<file path="src/rtl/serial_subtractor_n.sv">
// Digit-serial subtractor: a - b - b_in computed W bits per cycle as a + ~b + ~b_in.
// Optional signed-overflow flag output ovf is built only when SUB_OVERFLOW_EN is defined.
//
// state | meaning
// IDLE  | waiting for operands, in_ready=1
// RUN   | one W-bit digit per cycle, LSB digit first
// DONE  | result presented, out_valid=1 until out_ready
module serial_subtractor_n #(
  parameter int N = 32,
  parameter int W = 4
) (
  input  logic         clk,
  input  logic         rst,
  input  logic [N-1:0] a,
  input  logic [N-1:0] b,
  input  logic         b_in,
  input  logic         in_valid,
  output logic         in_ready,
  output logic [N-1:0] diff,
  output logic         b_out,
  output logic         out_valid,
`ifdef SUB_OVERFLOW_EN
  output logic         ovf,
`endif
  input  logic         out_ready
);

  if ((W < 1) || (W > N) || ((N % W) != 0)) begin : g_param_chk
    $error("serial_subtractor_n: W must divide N and satisfy 1 <= W <= N");
  end

  localparam int DIGITS = N / W;
  localparam int CW = (DIGITS > 1) ? $clog2(DIGITS) : 1;
  localparam logic [CW-1:0] LAST = CW'(DIGITS - 1);

  typedef enum logic [1:0] {S_IDLE, S_RUN, S_DONE} state_t;

  state_t         r_state;
  state_t         w_state_nxt;
  logic [N-1:0]   r_a;
  logic [N-1:0]   r_nb;
  logic [N-1:0]   r_acc;
  logic [N-1:0]   r_diff;
  logic           r_b_out;
  logic           r_carry;
  logic [CW-1:0]  r_cnt;
  logic [W:0]     w_sum;
  logic [N-1:0]   w_acc_nxt;
  logic           w_last;

  assign w_sum     = {1'b0, r_a[W-1:0]} + {1'b0, r_nb[W-1:0]} + {{W{1'b0}}, r_carry};
  // new digit enters at the top so the last digit leaves the word fully aligned
  assign w_acc_nxt = (r_acc >> W) | (N'(w_sum[W-1:0]) << (N - W));
  assign w_last    = (r_cnt == LAST);

  always_ff @(posedge clk) begin
    if (!rst) r_state <= S_IDLE;
    else      r_state <= w_state_nxt;
  end

  always_comb begin
    w_state_nxt = r_state;
    in_ready    = 1'b0;
    out_valid   = 1'b0;
    case (r_state)
      S_IDLE: begin
        in_ready = 1'b1;
        if (in_valid) w_state_nxt = S_RUN;
      end
      S_RUN: begin
        if (w_last) w_state_nxt = S_DONE;
      end
      S_DONE: begin
        out_valid = 1'b1;
        if (out_ready) w_state_nxt = S_IDLE;
      end
      default: w_state_nxt = S_IDLE;
    endcase
  end

  always_ff @(posedge clk) begin
    if (!rst) begin
      r_a     <= '0;
      r_nb    <= '0;
      r_acc   <= '0;
      r_diff  <= '0;
      r_b_out <= 1'b0;
      r_carry <= 1'b0;
      r_cnt   <= '0;
    end else begin
      case (r_state)
        S_IDLE: begin
          if (in_valid) begin
            r_a     <= a;
            r_nb    <= ~b;
            r_carry <= ~b_in;
            r_cnt   <= '0;
          end
        end
        S_RUN: begin
          r_a     <= r_a >> W;
          r_nb    <= r_nb >> W;
          r_acc   <= w_acc_nxt;
          r_carry <= w_sum[W];
          r_cnt   <= r_cnt + CW'(1);
          if (w_last) begin
            r_diff  <= w_acc_nxt;
            r_b_out <= ~w_sum[W];
          end
        end
        default: ;
      endcase
    end
  end

  assign diff  = r_diff;
  assign b_out = r_b_out;

`ifdef SUB_OVERFLOW_EN
  logic r_a_msb;
  logic r_b_msb;
  logic r_ovf;

  always_ff @(posedge clk) begin
    if (!rst) begin
      r_a_msb <= 1'b0;
      r_b_msb <= 1'b0;
      r_ovf   <= 1'b0;
    end else if (r_state == S_IDLE && in_valid) begin
      r_a_msb <= a[N-1];
      r_b_msb <= b[N-1];
    end else if (r_state == S_RUN && w_last) begin
      r_ovf <= (r_a_msb != r_b_msb) && (w_acc_nxt[N-1] != r_a_msb);
    end
  end

  assign ovf = r_ovf;
`endif

endmodule

</file>
<file path="config.mk">
export PLATFORM = sky130hd
export DESIGN_NAME = serial_subtractor_n
export DESIGN_NICKNAME = d
export VERILOG_FILES = /design/src/rtl/serial_subtractor_n.sv
export SDC_FILE = /design/constraint.sdc
export NUM_CORES = 1
export LEC_CHECK = 0
export CORE_MARGIN = 4
export CORE_UTILIZATION = 45
export DETAILED_ROUTE_END_ITERATION = 10
export GPL_TIMING_DRIVEN = 0
export HOLD_SLACK_MARGIN = 0.03
export PLACE_DENSITY_LB_ADDON = 0.05
export REMOVE_ABC_BUFFERS = 1
export SLEW_MARGIN = 0
export SYNTH_ARGS = -nofsm -noshare
export SYNTH_HDL_FRONTEND = slang
export SYNTH_SLANG_ARGS = --single-unit
export TNS_END_PERCENT = 30
</file>
<file path="constraint.sdc">
create_clock -name clk -period 3.2 [get_ports clk]
set_input_delay 0.96 -clock clk [delete_from_list [all_inputs] [get_ports clk]]
set_output_delay 0.96 -clock clk [all_outputs]
set_load 0.01 [all_outputs]
</file>
==> results.py <==
metrics = {
    "timing": {
        "rsz0062_at_grt": "false",
        "fin_crit_sh": 0.933,
        "tightest_slew_ns": 1.26,
        "whs_ns": 0.450,
        "setup_violations": 0,
        "max_freq_ghz": 0.335,
        "min_period_ns": 2.99,
        "fin_tns_setup_ns": 0,
        "max_slew_margin": 0.160,
        "finalMaxSlewViolations": 0,
        "clock_skew_ns": 0.00577,
        "hold_viol": 0,
        "setup_ws_ns": 0.213,
    },
    "setup_path": {
        "crit_start": "r_state[1]",
        "critPathRequiredTime_ns": 2.24,
        "startpoint_type": "register",
        "crit_type": "register to primary output",
        "worstSetupEndpointType": "primary output",
        "cp_max_fo": 58,
        "worstPathArrival_ns": 2.03,
        "worstReg2RegStart": "r_state[0]",
    },
    "job": {
        "max_cap_viol_count": 0,
    },
    "layout": {
        "utilization": 0.596,
        "layout_commonest_cell": "nand2_1",
        "diodes": 0,
        "fill_cells": 1046,
        "syn_to_final_growth_pct": 28.6,
        "multi_input_area_mm2": 0.00239,
        "seq_area_mm2": 0.00263,
        "layout_common_cells": "nand2_1 (144), dfxtp_1 (129), a21oi_1 (108)",
        "layout-drive-gt1-share": 0.0579,
        "fin_cells": 903,
        "finalNetCount": 825,
    },
    "worst_hold_path": {
        "hp-start": "diff[3]",
        "min_path_type": "register to register",
    },
    "floorplanning": {
        "core_mm2": 0.0115,
        "rows": 39,
        "initial_core_util": 0.463,
        "chipHeight_um": 117,
        "io-pin-count": 104,
        "die_area_mm2": 0.0136,
        "dieWidth_um": 117,
    },
    "global_routing": {
        "grt_pass1_vias": 4486,
        "antenna_found_initial": 0,
        "grt_max_degree": 91,
        "grt.overflow.total": 0,
        "grt_pass1_wl_mm": 20.7,
        "grt_util_all_layers": 0.190,
    },
    "yosys": {
        "ys_async_sr_fraction": 0,
        "synth-edff-count": 0,
        "syn_area_mm2": 0.00531,
        "synth.avg_cell_area_um2": 7.78,
        "yosys_warnings": 0,
        "dominantRegCellSynth": "dfxtp_1",
        "ys_types": 39,
        "seq_area_frac_synth": 0.494,
        "syn-instance-count": 683,
        "ys_seq_elements": 131,
    },
    "power": {
        "powerDensity_mw_per_mm2": 566,
        "p_leak_nw": 2.45,
        "vdd.ir_drop.worst_v": 0.000354,
    },
    "outcome": {
        "status": "complete, no violations",
    },
    "routing": {
        "wire_per_inst_um": 13.8,
        "vias": 4870,
        "wirelength_mm": 12.4,
        "ant_nets": 0,
        "route.detailed.drc": 0,
        "firstDrtPassIters": 5,
        "drtIter0Drc": 406,
        "viasPerCell": 5.39,
    },
    "clock_tree": {
        "cts_max_path_buffers": 2,
        "cts_root_buf": "clkbuf_16",
        "cts_sinks": 131,
        "tritoncts": "done",
        "clk_pin_slew_ns": 0.05,
        "cts_hold_buf": 0,
        "htreeDepth": 4,
        "clock_latency_ns": 0.41,
        "numCtsBuffers": 17,
    },
    "placement": {
        "placed_cells": 873,
        "gp_congestion": 0.785,
        "dp_hpwl_mm": 7.46,
        "port_buffers": 103,
        "pre_cts_slack_ns": -0.885,
    },
}
-- registers in the layout, indices dropped and copies added (netlist names) --
signal,flops
b_out,1
diff,32
r_a,32
r_acc,28
r_carry,1
r_cnt,3
r_nb,32
r_state,2
-- worst max-delay path: stages (launching register included) --
cell             delay (ns)
dfxtp_2                0.54
inv_4                  0.30
nor2_1                 0.18
clkdlybuf4s50_1        0.55
-- through the flow --
stage	power [W]	instance area, µm²
6_report	0.00387	6830
5_1_grt	0.00405	6830
4_1_cts	0.00391	6830
3_5_place_dp	0.00220	6300
3_3_place_gp	0.00219	6240
2_1_floorplan	0.00201	5030
-- logic make-up (layout without fill, tap and decap cells) --
family / after synthesis / after routing / synth area share
AO/OA/AOI/OAI: 241 / 241 / 0.245
AND/OR/NAND/NOR: 234 / 234 / 0.180
multiplexers: 1 / 1 / 0.00188
XOR/XNOR: 1 / 1 / 0.00165
buffers and inverters: 68 / 145 / 0.0591
flip-flops: 131 / 131 / 0.494
adder cells (fa/ha/maj): 7 / 7 / 0.0193
-- worst paths after layout --
kind / end / cells past startpoint / slack, ns
worst min-delay path: diff[3] / 2 / 0.45
worst max-delay path: out_valid / 3 / 0.21
worst max register to register: diff[31] / 4 / 0.49
worst min register to register: diff[3] / 2 / 0.45
-- per-layer routing --
metal  up-vias  wire length [µm]  track usage  share of wire
met5         -                 0            0              0
met4         0               183       0.0688          0.015
met3        15               717       0.0585          0.058
met2       146              5900        0.305           0.47
met1      2244              5650        0.243           0.45
li1       2465                 -            -              -
-- cell type report --
cell class                 count  share of cell area
clock buffer                  24              0.0720
clock inverter                 6             0.00440
inverter                       9             0.00531
multi-input combinational    484               0.350
sequential                   131               0.384
tap                          143              0.0262
timing repair buffer         106               0.158
-- synthesized netlist by cell type (2+ instances only) --
master | count | area share
a32oi_1 | 2 | 0.0033
a211oi_1 | 4 | 0.0057
nand4_1 | 2 | 0.0024
a221oi_1 | 5 | 0.0082
o221a_2 | 3 | 0.0064
o221ai_1 | 2 | 0.0033
inv_1 | 7 | 0.0049
a2bb2oi_1 | 3 | 0.0049
a22oi_1 | 2 | 0.0028
buf_6 | 5 | 0.011
and2_1 | 3 | 0.0035
dfxtp_1 | 131 | 0.49
a31oi_1 | 3 | 0.0035
o22ai_1 | 3 | 0.0035
nor2b_1 | 5 | 0.0059
nand2_1 | 145 | 0.10
nand3_1 | 25 | 0.024
ha_1 | 5 | 0.012
a21oi_1 | 108 | 0.10
buf_2 | 13 | 0.012
clkbuf_1 | 36 | 0.025
nor2_1 | 47 | 0.033
buf_1 | 3 | 0.0021
fa_1 | 2 | 0.0075
or3_1 | 2 | 0.0024
o21ai_0 | 103 | 0.097
inv_2 | 2 | 0.0014
-- repair_timing --
item | 4_1_cts | 5_1_grt
gates resized for setup | 4 | 1
endpoints found under the setup margin | 32 | 1
buffers inserted | 0 | 0
-- power breakdown --
part | switching (W) | total [W] | internal, W
Clock | 0.000646 | 0.00170 | 0.00105
Combinational | 0.000213 | 0.000398 | 0.000185
Sequential | 0.0000505 | 0.00177 | 0.00172
Total | 0.000909 | 0.00387 | 0.00296
Note: power is estimated with default switching activity, not from simulation.
